## config.mk

```make
export PLATFORM = sky130hd
export DESIGN_NAME = full_adder_s
export DESIGN_NICKNAME = d
export VERILOG_FILES = /design/src/rtl/full_adder_s_pkg.sv /design/src/rtl/full_adder_s_half_adder.sv /design/src/rtl/full_adder_s.sv
export SDC_FILE = /design/constraint.sdc
export NUM_CORES = 1
export LEC_CHECK = 0
export BUFFER_PORTS_ARGS = -buffer_cell sky130_fd_sc_hd__buf_2
export CAP_MARGIN = 20
export CORE_AREA = 2 2 39 41
export DETAILED_ROUTE_END_ITERATION = 8
export DIE_AREA = 0 0 41 43
export RECOVER_POWER = 100
export SKIP_LAST_GASP = 1
export SLEW_MARGIN = 40
export SYNTH_ARGS = -nofsm -noshare
export SYNTH_HDL_FRONTEND = slang
export SYNTH_SLANG_ARGS = --single-unit
export TNS_END_PERCENT = 20
```

## constraint.sdc

```tcl
create_clock -name clk -period 2.5 [get_ports clk]
set_input_delay 0.5 -clock clk [delete_from_list [all_inputs] [get_ports clk]]
set_output_delay 0.5 -clock clk [all_outputs]
set_load 0.05 [all_outputs]
```

## src/rtl/full_adder_s_pkg.sv

```systemverilog
// Constants shared by the full adder cell and its sub-blocks.
package full_adder_s_pkg;
  localparam logic RST_VAL_DEF = 1'b0;
endpackage

```

## src/rtl/full_adder_s_half_adder.sv

```systemverilog
// Half adder leaf: sum = a^b, carry = a&b.
module half_adder (
  input  logic a,
  input  logic b,
  output logic sum,
  output logic carry
);
  assign sum   = a ^ b;
  assign carry = a & b;
endmodule

```

## src/rtl/full_adder_s.sv

```systemverilog
// Single-bit full adder with combinational outputs, a registered copy,
// and a bit-serial mode where an internal carry register replaces z.
module full_adder_s
  import full_adder_s_pkg::*;
#(
  parameter logic RST_VAL = RST_VAL_DEF
) (
  input  logic clk,
  input  logic rst,
  input  logic x,
  input  logic y,
  input  logic z,
  input  logic ser_en,
  input  logic ser_clr,
  output logic s,
  output logic c,
  output logic s_q,
  output logic c_q
);
  logic cy_q;
  logic cin;
  logic p, g0, g1;

  assign cin = ser_en ? cy_q : z;

  half_adder u_ha0 (.a(x), .b(y),   .sum(p), .carry(g0));
  half_adder u_ha1 (.a(p), .b(cin), .sum(s), .carry(g1));

  assign c = g0 | g1;

  // ser_clr wins over ser_en so a word boundary always starts from zero carry
  always_ff @(posedge clk or posedge rst) begin
    if (rst) begin
      s_q  <= RST_VAL;
      c_q  <= RST_VAL;
      cy_q <= RST_VAL;
    end else begin
      s_q <= s;
      c_q <= c;
      if (ser_clr)     cy_q <= 1'b0;
      else if (ser_en) cy_q <= c;
    end
  end
endmodule

```

=== Word-level counts from Yosys, hierarchy flattened ===
Cells that the tools add are included.

* Mux-type cells: 3
* Bitwise operators: 5
* Reduce and logical (&&, ||, !) cells: 1

{| class="wikitable"
|+ Operator list
! operator !! number
|-
| 1-bit two-way mux || 3
|-
| 1-bit AND || 2
|-
| 2-bit nonzero test || 1
|-
| 1-bit XOR || 2
|-
| 1-bit OR || 1
|}

* Register bits: 3
* Input port bits: 7
* Output and inout port bits: 4
* Word-level logic and storage cells: 12

=== Longest topological paths before layout ===
Gate-level depths: netlist of the first run.

* Depth after elaboration: 5
* Depth in mapped cells: 4
* Depth with buffers taken out: 4

=== Hierarchy ===
A second synthesis of the first run with hierarchy kept.

* Cell total of the unflattened synthesis: 11
* Area, all modules: 133.9 um^2

{| class="wikitable"
|+ By module, submodules not included
! module !! instances !! cells each !! area an instance (um^2)
|-
| full_adder_s || 1 || 9 || 108.9
|-
| half_adder || 2 || 1 || 12.5
|}

=== Least setup slack after synthesis of the first run ===
Ideal clock, no wire load.

* Path type: input port to output port
* From: in ser_en
* To: out s
* Arrival time: 1.588 ns
* Data required time: 2.000 ns
* Setup slack: 0.412 ns
* Stages on the path: 2
* Cell sequence: mux2_4 > fa_1

* Cells in the longest elaborated chain, start to end: 2

{| class="wikitable"
|+ Ends and longest elaborated chain
! element !! RTL line !! text
|-
| from (decl) || full_adder_s.sv:13 || <nowiki>input logic ser_en,</nowiki>
|-
| 1-bit two-way mux || full_adder_s.sv:24 || <nowiki>assign cin = ser_en ? cy_q : z;</nowiki>
|-
| 1-bit XOR || full_adder_s_half_adder.sv:8 || <nowiki>assign sum = a ^ b;</nowiki>
|-
| to (decl) || full_adder_s.sv:15 || <nowiki>output logic s,</nowiki>
|}

No other way between the ends.

=== Worst setup path after layout of the first run ===
Same ends and word-level chain as after synthesis.

==> results.toml, run 1 <==
[placement]
place_inst = 34
gp_congestion = 0.605
postPlaceCellArea_um2 = 198
numPortBuffers = 10
place_worst_setup_slack_ns = 0.295

[clocking]
cts_tree = "done"
htreeDepth = 1
cts.clk_slew.worst_paths_ns = 0.04
cts_root_buffer = "clkbuf_4"
clockBufferDepth = 2
cts_buffers = 3
holdBufCountCts = 0
clkSinkCount = 3
worst_skew_pair.late_latency_ns = 0.23
post_cts.repair.setup_buffers = 0
cts_resized = 0

[power]
power_density_mw_per_mm2 = 913
finalPower_uw = 196
ir_drop_uv = 228
p_leak_nw = 0.107

[yosys]
avgSynthCellArea_um2 = 16.0
netlist_area_um2 = 128
synth_most_common_cell = "dfrtp_1"
synth_seq_cells = 3
syn_nets = 16
synth.largest_area_cell = "dfrtp_1"
yosysUniqueCellTypes = 6
synth_top_area_share_pct = 58.8
ys_warn_count = 0
ys_seq_area_share_pct = 58.8
synth_edf_count = 0
synthCells = 8
synthTopCellsByArea = "dfrtp_1 59%, fa_1 16%, mux2_4 12%, mux2i_1 7.8%, inv_1 2.9%"
synth_flop_cell = "dfrtp_1"
async_reset_ff_share_pct = 100

[grt]
antenna_found_initial = 0
grt_pass1_vias = 111
grt_pass1_wl_um = 441
grt_usage_pct = 4.63
grt_overflow = 0
grt_max_degree = 4

[setup_path]
cp_data_required_time_ns = 2.00
critPathSlowestCell = "fa_1"
cp.arrival_ns = 1.80
slowest_delay_ns = 0.52
critPathCaptureType = "primary output"
crit_chain = "clkbuf_1 -> mux2_1 -> fa_1 -> clkbuf_2"
worstSetupPathType = "in2out"
start_kind = "input port"
path_max_fanout = 2

[layout]
syn2layout_area_growth_pct = 68.6
fin_area_um2 = 215
instances_no_fill = 38
n_antenna_cell = 0
fin_nets = 31
drive_gt1_share_pct = 40.9
fin_util_pct = 15.6

[timing]
period_share_pct = 91.8
worst_clock_skew_ns = 0.000208
slew_viol_final = 0
whs_ns = 0.127
setup-violations-final = 0
timing.slew.headroom_pct = 60.4
worst_slack_ns = 0.205
tightest_slew_ns = 0.597
rsz0062_at_grt = "false"
setup-tns-final_ns = 0
hold_violations = 0
finalCriticalPeriod_ns = 2.30
max_freq_ghz = 0.436

[floorplan]
num_rows = 14
core-area_mm2 = 0.00138
io_pins = 11
die_h_um = 43
die_area_mm2 = 0.00176
initial_core_util_pct = 9.22
die_width_um = 41

[run]
max-cap-violations = 0

[routing]
drc = 0
wl_um = 297
wl_per_cell_um = 7.82
via_per_inst = 2.68
drtPass1Iterations = 1
antenna_left = 0
vias = 102
drtIter0Drc = 0

[worst_hold_path]
worstHoldPathType = "in2async"

[run_status]
status = "finished, final reports clean"
==> placed cells by master, fill, tap and decap left out <==
cell and instances:
clkbuf_4 3, clkbuf_2 1, mux2_1 1, buf_2 5
fa_1 1, mux2i_1 1, clkbuf_1 5, inv_1 1
nor2_1 1, dfrtp_1 3
==> per-layer routing <==
metal,wire length [um],track usage (%),share of wire [%]
met1,156,5.52,53
met4,0,2.00,0
met3,75,7.85,25
met5,0,0,0
met2,65,3.44,22
==> state kept, by name, summed over array words and instances, names as in the netlist <==
name / flops
s_q: 1
c_q: 1
cy_q: 1
==> layout make-up <==
| type | instances | area [um2] |
|---|---|---|
| Fill cell | 152 | 1170 |
| Sequential cell | 3 | 75.1 |
| Multi-Input combinational cell | 4 | 45.0 |
| Timing Repair Buffer | 10 | 45.0 |
| Clock buffer | 4 | 26.3 |
| Tap cell | 16 | 20.0 |
| Inverter | 1 | 3.75 |
==> final timing paths <==
path / start / endpoint / slack (ns) / cells after the start
setup reg to reg: cy_q$_DFFE_PP0P_ / cy_q$_DFFE_PP0P_ / 1.08 / 4
setup / recovery: ser_en / s / 0.20 / 4
hold / removal: rst / c_q$_DFF_PP0_ / 0.13 / 2
max in group asynchronous: rst / s_q$_DFF_PP0_ / 2.24 / 2
hold reg to reg: cy_q$_DFFE_PP0P_ / cy_q$_DFFE_PP0P_ / 0.52 / 2
min in group clk: ser_clr / cy_q$_DFFE_PP0P_ / 0.41 / 2
==> worst max-delay path: cells and delay by family <==
| kind | cells | cell delay [ns] |
|---|---|---|
| buffers and inverters | 2 | 0.42 |
| adders and majority gates | 1 | 0.52 |
| muxes | 1 | 0.35 |
==> logic make-up (layout without fill, tap and decap cells) <==
kind of cell,count (synthesis),count (layout),synth area share [%]
DFF,3,3,58.8
buffers and inverters,1,15,2.94
and+or+nand+nor,1,1,2.94
muxes,2,2,19.6
adders and majority gates,1,1,15.7
==> power by group <==
part | switching (mW) | leakage, nW | internal, mW
sequential | 0.00170 | 0.0372 | 0.0543
combinational | 0.0430 | 0.0544 | 0.0120
clock | 0.0257 | 0.0150 | 0.0599
No activity file was read; power rests on OpenSTA's default activity.
==> run 2: changes to the inputs <==
==> constraint.sdc (replaced) <==
create_clock -name clk -period 2.5 [get_ports clk]
set_input_delay 0.5 -clock clk [delete_from_list [all_inputs] [get_ports clk]]
set_output_delay 0.5 -clock clk [all_outputs]
set_load 0.01 [all_outputs]
==> run 2 against run 1 <==
  * First-iteration DRC count grew 3
  * Register-to-register slack is essentially flat
  * Via count grew 13%
  * Critical endpoint unchanged
  * Count of clock-buffer cells in the layout is the same
  * Core utilization shrank 0.090 points
  * Global-route usage grew 0.31 points
  * Sequential share of layout area grew 0.20 points
  * Highest routed layer unchanged
  * Clock skew is essentially flat
  * Die area is the same
  * Maximum frequency grew 5.1%
  * Worst setup slack gained 0.11 ns
==> results.toml, run 2 (synthesized netlist as in run 1, its figures left out) <==
[power]
power.internal_uw = 125
p_leak_nw = 0.104
power_switching_uw = 44.0
swShare_pct = 26.0
ir_drop_uv = 381
power_density_mw_per_mm2 = 792
seqPwrFrac_pct = 33.1
clkPwrFrac_pct = 51.1
p_comb_share_pct = 15.8

[routing]
via_per_inst = 3.03
vias = 115
drc = 0
drtPass1Iterations = 3
wl_um = 348
antenna_left = 0
drtIter0Drc = 3
wl_per_cell_um = 9.16

[clocking]
htreeDepth = 1
cts.clk_slew.worst_paths_ns = 0.04
clockBufferDepth = 2
cts_buffers = 3
post_cts.repair.setup_buffers = 0
holdBufCountCts = 0
cts_tree = "done"
worst_skew_pair.late_latency_ns = 0.23
cts_resized = 0
cts_root_buffer = "clkbuf_4"
clkSinkCount = 3

[floorplan]
num_rows = 14
die_area_mm2 = 0.00176
initial_core_util_pct = 9.22
io_pins = 11
core-area_mm2 = 0.00138
die_h_um = 43
die_width_um = 41

[grt]
grt_usage_pct = 4.94
grt_max_degree = 4
gr-max-usage-layer = "met1"
antenna_found_initial = 0
grt_use_met3_pct = 6.28
grt_pass1_vias = 127
grt_pass1_wl_um = 524
grt_overflow = 0
grt_use_met1_pct = 6.54
met2_usage_pct = 5.31

[timing]
tightest_slew_ns = 0.126
worst_clock_skew_ns = 0.000650
finalCriticalPeriod_ns = 2.18
max_freq_ghz = 0.458
period_share_pct = 87.3
hold_violations = 0
timing.slew.headroom_pct = 91.3
rsz0062_at_grt = "false"
slew_viol_final = 0
setup-tns-final_ns = 0
whs_ns = 0.129
setup-violations-final = 0

[setup_path]
critPathCaptureType = "primary output"
worstSetupPathType = "in2out"
start_kind = "input port"
cp.arrival_ns = 1.68
path_max_fanout = 2
rrSetupSlack_ns = 1.07
cp_data_required_time_ns = 2.00

[layout]
syn2layout_area_growth_pct = 67.6
reg_top3 = "c_q x1, cy_q x1, s_q x1"
instances_no_fill = 38
layout_common_cells = "6 x clkbuf_1, 5 x buf_2, 3 x dfrtp_1, 3 x clkbuf_4"
drive_gt1_share_pct = 36.4
n_antenna_cell = 0
layout_commonest_cell = "clkbuf_1"
nFillCells = 162
fin_nets = 31

[placement]
place_inst = 34
gp_congestion = 0.601
numPortBuffers = 10

[run]
max-cap-violations = 0

[worst_hold_path]
worstHoldPathType = "in2async"

[run_status]
status = "finished, final reports clean"
## run 2: cell counts in the layout (fill, tap and decap cells not counted)
Identical to the previous run, type by type.
## run 2: worst max-delay path: stages
cell	delay, ns
clkbuf_1	0.14
mux2_1	0.36
fa_1	0.52
clkbuf_1	0.16
## run 2: path summary, 6_finish.rpt
kind                                  start          endpoint  depth (start not counted)
max in group asynchronous               rst     c_q$_DFF_PP0_                          2
min in group clk                    ser_clr  cy_q$_DFFE_PP0P_                          2
min                                     rst     s_q$_DFF_PP0_                          2
min reg2reg                cy_q$_DFFE_PP0P_  cy_q$_DFFE_PP0P_                          2
max                                  ser_en                 s                          4
max reg2reg                cy_q$_DFFE_PP0P_  cy_q$_DFFE_PP0P_                          4
## run 2: layout make-up
class | count | area, um2 | share of cell area, %
clock buffer | 4 | 26.3 | 12.3
inverter | 1 | 3.75 | 1.75
multi-input combinational | 4 | 45.0 | 21.1
sequential | 3 | 75.1 | 35.1
tap | 16 | 20.0 | 9.36
timing repair buffer | 10 | 43.8 | 20.5
## run 2: metal layers
layer | vias to the layer above | routed length [um]
li1 | 52 | -
met1 | 48 | 173
met2 | 15 | 107
met3 | 0 | 67
met4 | 0 | 0
met5 | - | 0
## run 2: metrics by stage
| stage | power, mW | cell area (um2) | setup WS [ns] | utilization, % |
|---|---|---|---|---|
| 2_1_floorplan | 0.0715 | 128 | 0.680 | - |
| 3_3_place_gp | 0.0863 | 198 | 0.436 | 14.3 |
| 3_5_place_dp | 0.0870 | 198 | 0.425 | 14.3 |
| 4_1_cts | 0.177 | 224 | 0.421 | 16.2 |
| 5_1_grt | 0.181 | 214 | 0.257 | 15.5 |
| 6_report | 0.169 | 214 | 0.317 | 15.5 |
## run 2: power by group through the flow
stage	Sequential (mW)	Clock [mW]	Combinational, mW
detailed placement	0.0565	0	0.0305
global route	0.0565	0.0954	0.0296
floorplan	0.0589	0	0.0126
global placement	0.0563	0	0.0300
finish	0.0561	0.0866	0.0267
CTS	0.0560	0.0897	0.0310
